### config.mk
export PLATFORM = sky130hd
export DESIGN_NAME = acc_scheduler
export DESIGN_NICKNAME = d
export VERILOG_FILES = /design/src/rtl/acc_scheduler_pkg.sv /design/src/rtl/acc_scheduler.sv
export SDC_FILE = /design/constraint.sdc
export NUM_CORES = 1
export LEC_CHECK = 0
export ABC_AREA = 1
export CORE_ASPECT_RATIO = 2
export CORE_MARGIN = 1
export CORE_UTILIZATION = 45
export DETAILED_ROUTE_END_ITERATION = 16
export PLACE_DENSITY_LB_ADDON = 0.08
export SYNTH_ARGS = -nofsm -noshare
export SYNTH_HDL_FRONTEND = slang
export SYNTH_SLANG_ARGS = --single-unit
### constraint.sdc
create_clock -name clk -period 2.6 [get_ports clk]
set_input_delay 0.52 -clock clk [delete_from_list [all_inputs] [get_ports clk]]
set_output_delay 0.52 -clock clk [all_outputs]
set_load 0.01 [all_outputs]
### src/rtl/acc_scheduler_pkg.sv
// Shared definitions for the accumulator shift-buffer scheduler: sizing,
// partial-sum width derivation and the controller state encoding.
package acc_scheduler_pkg;

  localparam int ACC_SIZE           = 8;
  localparam int ACC_TILE_CNT_WIDTH = 8;

  // Product width plus headroom for summing SIZE products, plus one guard bit.
  function automatic int psum_width(input int size);
    return 8 * 4 + 4 + size + 1;
  endfunction

  localparam int ACC_PSUM_WIDTH = psum_width(ACC_SIZE);

  localparam logic [2:0] IDLE  = 3'd0;
  localparam logic [2:0] FILL  = 3'd1;
  localparam logic [2:0] ACCUM = 3'd2;
  localparam logic [2:0] DRAIN = 3'd3;
  localparam logic [2:0] DONE  = 3'd4;

  typedef enum logic [2:0] {
    S_IDLE  = IDLE,
    S_FILL  = FILL,
    S_ACCUM = ACCUM,
    S_DRAIN = DRAIN,
    S_DONE  = DONE
  } state_e;

endpackage

### src/rtl/acc_scheduler.sv
// Sequencing controller for the accumulator shift buffer. Tile 0 writes raw
// partial sums, later tiles add onto the buffer tail, then the finished sums
// are drained over valid/ready while zeros are shifted in behind them.
// The buffer storage itself lives outside this block.
module acc_scheduler
  import acc_scheduler_pkg::*;
#(
  parameter int SIZE              = ACC_SIZE,
  parameter int TILE_CNT_WIDTH    = ACC_TILE_CNT_WIDTH,
  parameter int PARTIAL_SUM_WIDTH = psum_width(SIZE)
) (
  input  logic                         clk,
  input  logic                         rst,
  input  logic                         start,
  input  logic [TILE_CNT_WIDTH-1:0]    num_tiles,
  output logic                         busy,
  output logic                         done,
  input  logic                         psum_valid,
  output logic                         psum_ready,
  input  logic [PARTIAL_SUM_WIDTH-1:0] psum_in,
  output logic                         acc_write_enable,
  output logic [PARTIAL_SUM_WIDTH-1:0] acc_data,
  input  logic [PARTIAL_SUM_WIDTH-1:0] acc_tail_in,
  output logic                         out_valid,
  input  logic                         out_ready,
  output logic [PARTIAL_SUM_WIDTH-1:0] out_data,
  output logic                         out_last
);

  localparam int ROW_W = (SIZE > 1) ? $clog2(SIZE) : 1;
  localparam logic [ROW_W-1:0]          LAST_ROW = ROW_W'(SIZE - 1);
  localparam logic [TILE_CNT_WIDTH-1:0] ONE_TILE = TILE_CNT_WIDTH'(1);

  state_e                    state_q, state_d;
  logic [ROW_W-1:0]          row_cnt_q, row_cnt_d;
  logic [TILE_CNT_WIDTH-1:0] tile_cnt_q, tile_cnt_d;
  logic [TILE_CNT_WIDTH-1:0] num_tiles_q, num_tiles_d;
  logic                      last_row;

  assign last_row = (row_cnt_q == LAST_ROW);

  // Next-state, counter updates and every buffer/handshake output.
  always_comb begin
    // NOTE: every variable written here gets a default first, so no path
    // through the case statement leaves one unassigned and infers a latch.
    state_d          = state_q;
    row_cnt_d        = row_cnt_q;
    tile_cnt_d       = tile_cnt_q;
    num_tiles_d      = num_tiles_q;
    busy             = 1'b0;
    done             = 1'b0;
    psum_ready       = 1'b0;
    acc_write_enable = 1'b0;
    acc_data         = '0;
    out_valid        = 1'b0;
    out_data         = '0;
    out_last         = 1'b0;

    unique case (state_q)
      S_IDLE: begin
        if (start) begin
          num_tiles_d = num_tiles;
          row_cnt_d   = '0;
          tile_cnt_d  = '0;
          state_d     = S_FILL;
        end
      end

      S_FILL: begin
        busy       = 1'b1;
        psum_ready = 1'b1;
        acc_data   = psum_in;
        if (psum_valid) begin
          acc_write_enable = 1'b1;
          row_cnt_d        = row_cnt_q + 1'b1;
          if (last_row) begin
            row_cnt_d = '0;
            // A latched count of 0 or 1 is a single-tile job.
            if (num_tiles_q <= ONE_TILE) begin
              state_d = S_DRAIN;
            end else begin
              tile_cnt_d = ONE_TILE;
              state_d    = S_ACCUM;
            end
          end
        end
      end

      S_ACCUM: begin
        busy       = 1'b1;
        psum_ready = 1'b1;
        // Single W-bit adder; the carry-out is dropped so the sum wraps.
        acc_data   = psum_in + acc_tail_in;
        if (psum_valid) begin
          acc_write_enable = 1'b1;
          row_cnt_d        = row_cnt_q + 1'b1;
          if (last_row) begin
            row_cnt_d  = '0;
            tile_cnt_d = tile_cnt_q + 1'b1;
            if (tile_cnt_q == num_tiles_q - ONE_TILE) begin
              state_d = S_DRAIN;
            end
          end
        end
      end

      S_DRAIN: begin
        busy      = 1'b1;
        out_valid = 1'b1;
        out_data  = acc_tail_in;
        out_last  = last_row;
        if (out_ready) begin
          // Shifting a zero in advances the next finished row to the tail.
          acc_write_enable = 1'b1;
          acc_data         = '0;
          row_cnt_d        = row_cnt_q + 1'b1;
          if (last_row) begin
            row_cnt_d = '0;
            state_d   = S_DONE;
          end
        end
      end

      S_DONE: begin
        done    = 1'b1;
        state_d = S_IDLE;
      end

      default: begin
        state_d = S_IDLE;
      end
    endcase
  end

  // Controller state and counters; reset abandons any job in flight.
  always_ff @(posedge clk or negedge rst) begin
    // NOTE: only control state is reset here. The buffer storage is left
    // unreset on purpose because FILL overwrites every entry before use.
    if (!rst) begin
      state_q     <= S_IDLE;
      row_cnt_q   <= '0;
      tile_cnt_q  <= '0;
      num_tiles_q <= '0;
    end else begin
      // NOTE: non-blocking assignments so every flop updates from the
      // values present before the edge, independent of statement order.
      state_q     <= state_d;
      row_cnt_q   <= row_cnt_d;
      tile_cnt_q  <= tile_cnt_d;
      num_tiles_q <= num_tiles_d;
    end
  end

endmodule
==> results of run 1 <==
-- through the flow --
step / utilization / hold WS (ns) / area, sq um / cells / setup TNS, ns
after CTS: 0.831 / 0.503 / 10800 / 1705 / -0.496
after floorplan: - / 0.224 / 5970 / 1199 / 0
after global placement: 0.702 / 0.474 / 9120 / 1668 / -38.86
after detailed placement: 0.702 / 0.492 / 9120 / 1668 / -40.16
-- layer usage --
metal,track usage,GRT overflow
met1,0.675,3
met2,1.02,146
met3,0.570,7
met4,0.904,65
met5,0.102,1
-- logic make-up after synthesis --
kind of cell               after synthesis  share of synthesized area
AOI/OAI and AO/OA                      117                      0.107
DFF                                     22                     0.0922
buffers and inverters                  276                      0.176
adders and majority gates               50                      0.106
xor gates and xnor gates                15                     0.0220
muxes                                    3                    0.00566
and+or+nand+nor                        716                      0.491
-- timing repair --
| action | CTS |
|---|---|
| pin swaps | 194 |
| hold endpoints to repair | 0 |
| setup buffers | 36 |
| resized for setup | 945 |
| endpoints found under the setup margin | 73 |
==> run summary, run 1 <==
The post-synthesis average cell area was 4.98 sq um; the worst slack at placement was -1.08 ns. The logs give 0 for the number of warning messages in the yosys log and 0.00597 sq mm for the netlist area before placement. The global-route repair_timing pass left the worst setup endpoint at acc_data[36]. The floorplan has 59 rows. The async set or reset register ratio after synthesis came out at 1.00. The flow did not finish. The share of Yosys cell area claimed by the top area cell type is 0.289, and the total nets after synthesis is 1,352. The depth of the CTS H-tree is 1. Cell taking the most area after synthesis: nand2_1. In this run the horizontal extent of the chip is 83.4 um. The unique cell type count in the Yosys netlist was 40. The total of buffers placed on input and output ports came out at 198. The worst endpoint type is an output port. The last weighted congestion value of the routability-driven placer was 1.02; the cell count after synthesis was 1,199. The synthesized design contains 22 register bits.

The maximum buffer depth of the clock tree was 2. The first error in the log reads "[ERROR GRT-0232] Routing congestion too high. Check the congestion heatmap in the GUI". The floorplan step set the die height to 165 um. Entering global routing, the biggest net connects 33 pins. During I/O placement, the number of pins put on the boundary was 199. The tools report the starting density of the core as 0.459.

After legalization and detailed placement, the total HPWL measured 22,600 um. For the sequential element share of the synthesized area, the log shows 0.0922. The most frequently used cell type in the post-synthesis netlist is nand2_1.

Hold repair after CTS inserted 0 buffers. The stage at which the run stopped is global routing. After global routing the overflow that remains totals 222.

In this run, synthesis inferred 0 flip-flops with an integrated enable. Ranked by instance count, the synthesized netlist is headed by nand2_1, inv_1, nor2_1. The root cell of the clock tree is clkbuf_16. The clock net sink count was 22; the global-route total usage across every layer was 0.765. After synthesis, the cell types taking the most area are nand2_1, inv_1, ha_1, nor2_1, dfrtp_1. For this run, the leading register cell type out of synthesis is dfrtp_1. The number of clock buffers added by TritonCTS is 3.
==> inputs of run 2 (changes only) <==
Settings changed: CORE_ASPECT_RATIO 2 to not set, CORE_UTILIZATION 45 to 30, PLACE_DENSITY_LB_ADDON 0.08 to 0.15.
==> run summary, run 2 <==
The flow ran to the end, but the final reports show violations. The final reports fail on setup timing. The run gives 39,400 um as the global-route wire length before repair.

The tools report the maximum number of pins on one net before global-route repair as 29. In this run the critical register-to-register path is launched from num_tiles_q[0]$_DFFE_PN0P_. The die covers 0.0205 sq mm. The die height is 143 um, and the clock-pin transition on the worst setup and hold timing paths is 0.06 ns. DRC marker count from the first detailed-route iteration: 476. Yosys mapped a number of flops with a built-in enable equal to 0.

Summing all multi-input logic gate instances after layout gives 0.00670 sq mm. The number of vias in the routed layout was 8,611. Primary flip-flop cell chosen by synthesis mapping: dfrtp_1.

The period utilization was 1.03. The synthesized design contains 22 register bits. The clock net in this run drives a total of 22 sinks. The run gives 0 as the number of warning messages in the yosys log. The total area inside the core boundary comes to 0.0195 sq mm. The final worst setup slack is -0.0707 ns, and the longest individual stage delay on the worst path is 0.31 ns.

Number of global-route vias before repair: 7,969. In this run the remaining antenna-violating nets after routing total 0. For the number of design rule violations left after detail routing, the log shows 0. The tools report the clock insertion delay at the later pin of the skew report as 0.26 ns. The final-report setup violation count is 21.

For this run, the detailed router's first-pass iteration total came to 5. The async set or reset register ratio after synthesis came out at 1.00. The share of final-layout standard cells stronger than drive strength 1 works out to 0.500.

Counting the fill cells in the layout gives 1,786. For the final routed database, the setup TNS stands at -0.533 ns. The tools report the number of antenna violations at the first check in global routing as 0.

After synthesis, the most frequently instantiated cells are nand2_1, inv_1, nor2_1. The tool flagged a number of max-cap violations equal to 0. Synthesis-to-layout area growth: 98.8%. The tools report the maximum clock skew at final layout as 0.00263 ns. By area the synthesized netlist is led by nand2_1, inv_1, ha_1, nor2_1, dfrtp_1. The netlist area before placement came out at 0.00597 sq mm. Yosys mapped the design onto 40 distinct sky130hd cell types.

For this design the static power due to leakage is 6.26 nW. The final layout contains 1,729 nets. The root cell of the clock tree was clkbuf_16. The logs give 0 for the final count of hold timing violations and 0.610 for the utilization after layout. The run gives 0 as the number of pins with negative max-slew slack in the final report. The HPWL after detailed placement is 20,100 um. Setup repair after global routing could not meet its margin everywhere. The cell count after synthesis came out at 1,199. For this design the top-level I/O count stands at 199. STA classifies the critical path startpoint as an input pin. 0 antenna diodes ended up in the layout. By instance count, the leading cell after synthesis is nand2_1.

After detailed routing, the average wire length per cell comes to 14.7 um. The critical path goes through buf_8 -> ha_4 -> nand2_4 -> buf_6 -> inv_4 -> nand2_4 -> nor2_4 -> buf_6 -> nand4_1 -> nand3_4 -> nand2_2 -> nand2_1 -> nand2_1 -> nand3_1 -> nand2_1 -> buf_2. Registers take 554 sq um. After global routing the overflow that remains totals 0.

The cell area power density works out to 497 mW/mm^2. For this block, the routed nets add up to 27,000 um of wire. TritonCTS created 3 clock buffers. The cell taking the most area after synthesis was nand2_1. The critical path arrival was 2.15 ns. The number of buffers and inverters on the critical path is 5.

The post-synthesis average cell area was 4.98 sq um. For the pin with the worst max-slew slack, the measured transition is 0.497 ns. The share of Yosys cell area claimed by the top area cell type is 0.289. In this run the horizontal extent of the chip is 143 um. The source of the critical timing path is acc_tail_in[12]. TritonCTS built the clock tree. Dominant delay contributor by cell family on the critical path: simple AND/OR/NAND/NOR gates.

In the final layout, the registers with the most flip-flops are num_tiles_q (8), tile_cnt_q (8). The run gives 0.242 as the global-route total usage across every layer. After detailed routing, the number of vias per cell comes to 4.68. The final critical-path required period is 2.67 ns, and the depth of the CTS H-tree is 1. The class of the tightest hold or removal check is reg -> reg. The starting density of the core is 0.307. The maximum buffer depth of the clock tree is 2. The highest fanout seen on the critical path is 4. Standard-cell row count: 51. In this design, the critical path's most frequently occurring cell is nand2_1. The normalized max-slew margin is 0.668. The library cell used most frequently in the layout, excluding fill and tap cells, is nand2_1. Data on the critical path is required at its endpoint by 2.08 ns. The worst setup path is captured at an output port. Timing would allow up to 374 MHz. The last weighted congestion value of the routability-driven placer is 0.914. Hold timing on the final database bottoms out at a slack of 0.504 ns. The worst hold path begins at row_cnt_q[0]$_DFFE_PN0P_. The number of nets handed over by synthesis was 1,352. The run gives 445 uV as the worst-case vdd ir drop. Sequential element share of the synthesized area: 0.0922.

The type of the setup path with the least slack is in -> out. Buffers placed on the I/O ports in this run total 198. Timing analysis after detailed placement gives a worst setup slack of -1.05 ns. The library cells used most frequently in the layout, excluding fill and tap cells, are nand2_1, inv_1, buf_4. The critical-path cell with the highest stage delay is ha_4.
==> run 2: cell counts after synthesis <==
Identical to the previous run, type by type.
==> run 2: what timing repair did <==
item | CTS | global route
setup buffers | 30 | 30
endpoints found under the hold margin | 0 | 0
endpoints found under the setup margin | 90 | 91
resized for setup | 605 | 579
pin swaps | 107 | 227
hold buffers | 0 | 0
==> run 2: final timing paths <==
check                                             endpoint  slack (ns)  cells after the start
worst max-delay path                          acc_data[35]       -0.07                     16
worst min register to register    row_cnt_q[0]$_DFFE_PN0P_        0.50                      1
worst max register to register   tile_cnt_q[1]$_DFFE_PN0P_        0.71                      9
worst min-delay path              row_cnt_q[0]$_DFFE_PN0P_        0.50                      1
min in group asynchronous       num_tiles_q[4]$_DFFE_PN0P_        0.61                      2
max in group asynchronous           state_q[2]$_DFFE_PN0P_        1.73                      2
==> run 2: layout make-up <==
class,count,area share
multi-input cells,901,0.565
repair buffers,388,0.268
inverters,260,0.0838
flip-flops and latches,22,0.0467
well taps,265,0.0279
clock buffers,3,0.00633
clock inverters,1,0.00253
==> run 2: kinds of logic (layout without fill, tap and decap cells) <==
group / after synthesis / in the layout / synth area share
AOI/OAI and AO/OA: 117 / 117 / 0.107
DFF: 22 / 22 / 0.0922
and+or+nand+nor: 716 / 716 / 0.491
xor gates and xnor gates: 15 / 15 / 0.0220
muxes: 3 / 3 / 0.00566
adders and majority gates: 50 / 50 / 0.106
buffers and inverters: 276 / 652 / 0.176
==> run 2: power by group <==
part	internal, mW	switching [mW]
clock network	0.306	0.129
logic	2.15	2.72
registers	0.462	0.134
total	2.92	2.98
==> run 2: worst reg2reg max path: cells and delay by family, from the launching register on <==
kind / cells / cell delay [ns]
flip-flops: 1 / 0.39
AND/OR/NAND/NOR: 5 / 0.77
buffers and inverters: 2 / 0.33
adder cells (fa/ha/maj): 1 / 0.25
AO/OA/AOI/OAI: 1 / 0.08
==> run 2: stage by stage <==
step,cells,area [sq um],total power [mW]
2_1_floorplan,1199,5970,2.76
3_3_place_gp,1778,9240,4.83
3_5_place_dp,1778,9240,4.86
4_1_cts,1812,10600,5.37
5_1_grt,1840,11900,6.37
6_report,1840,11900,5.90
==> run 2: per-layer routing <==
layer / vias to the layer above / share of wire / track usage
li1: 4417 / - / -
met1: 3960 / 0.44 / 0.317
met4: 0 / 0.020 / 0.0589
met3: 33 / 0.035 / 0.0158
met2: 201 / 0.50 / 0.430
met5: - / 0 / 0
Note: power is estimated with default switching activity, not from simulation.
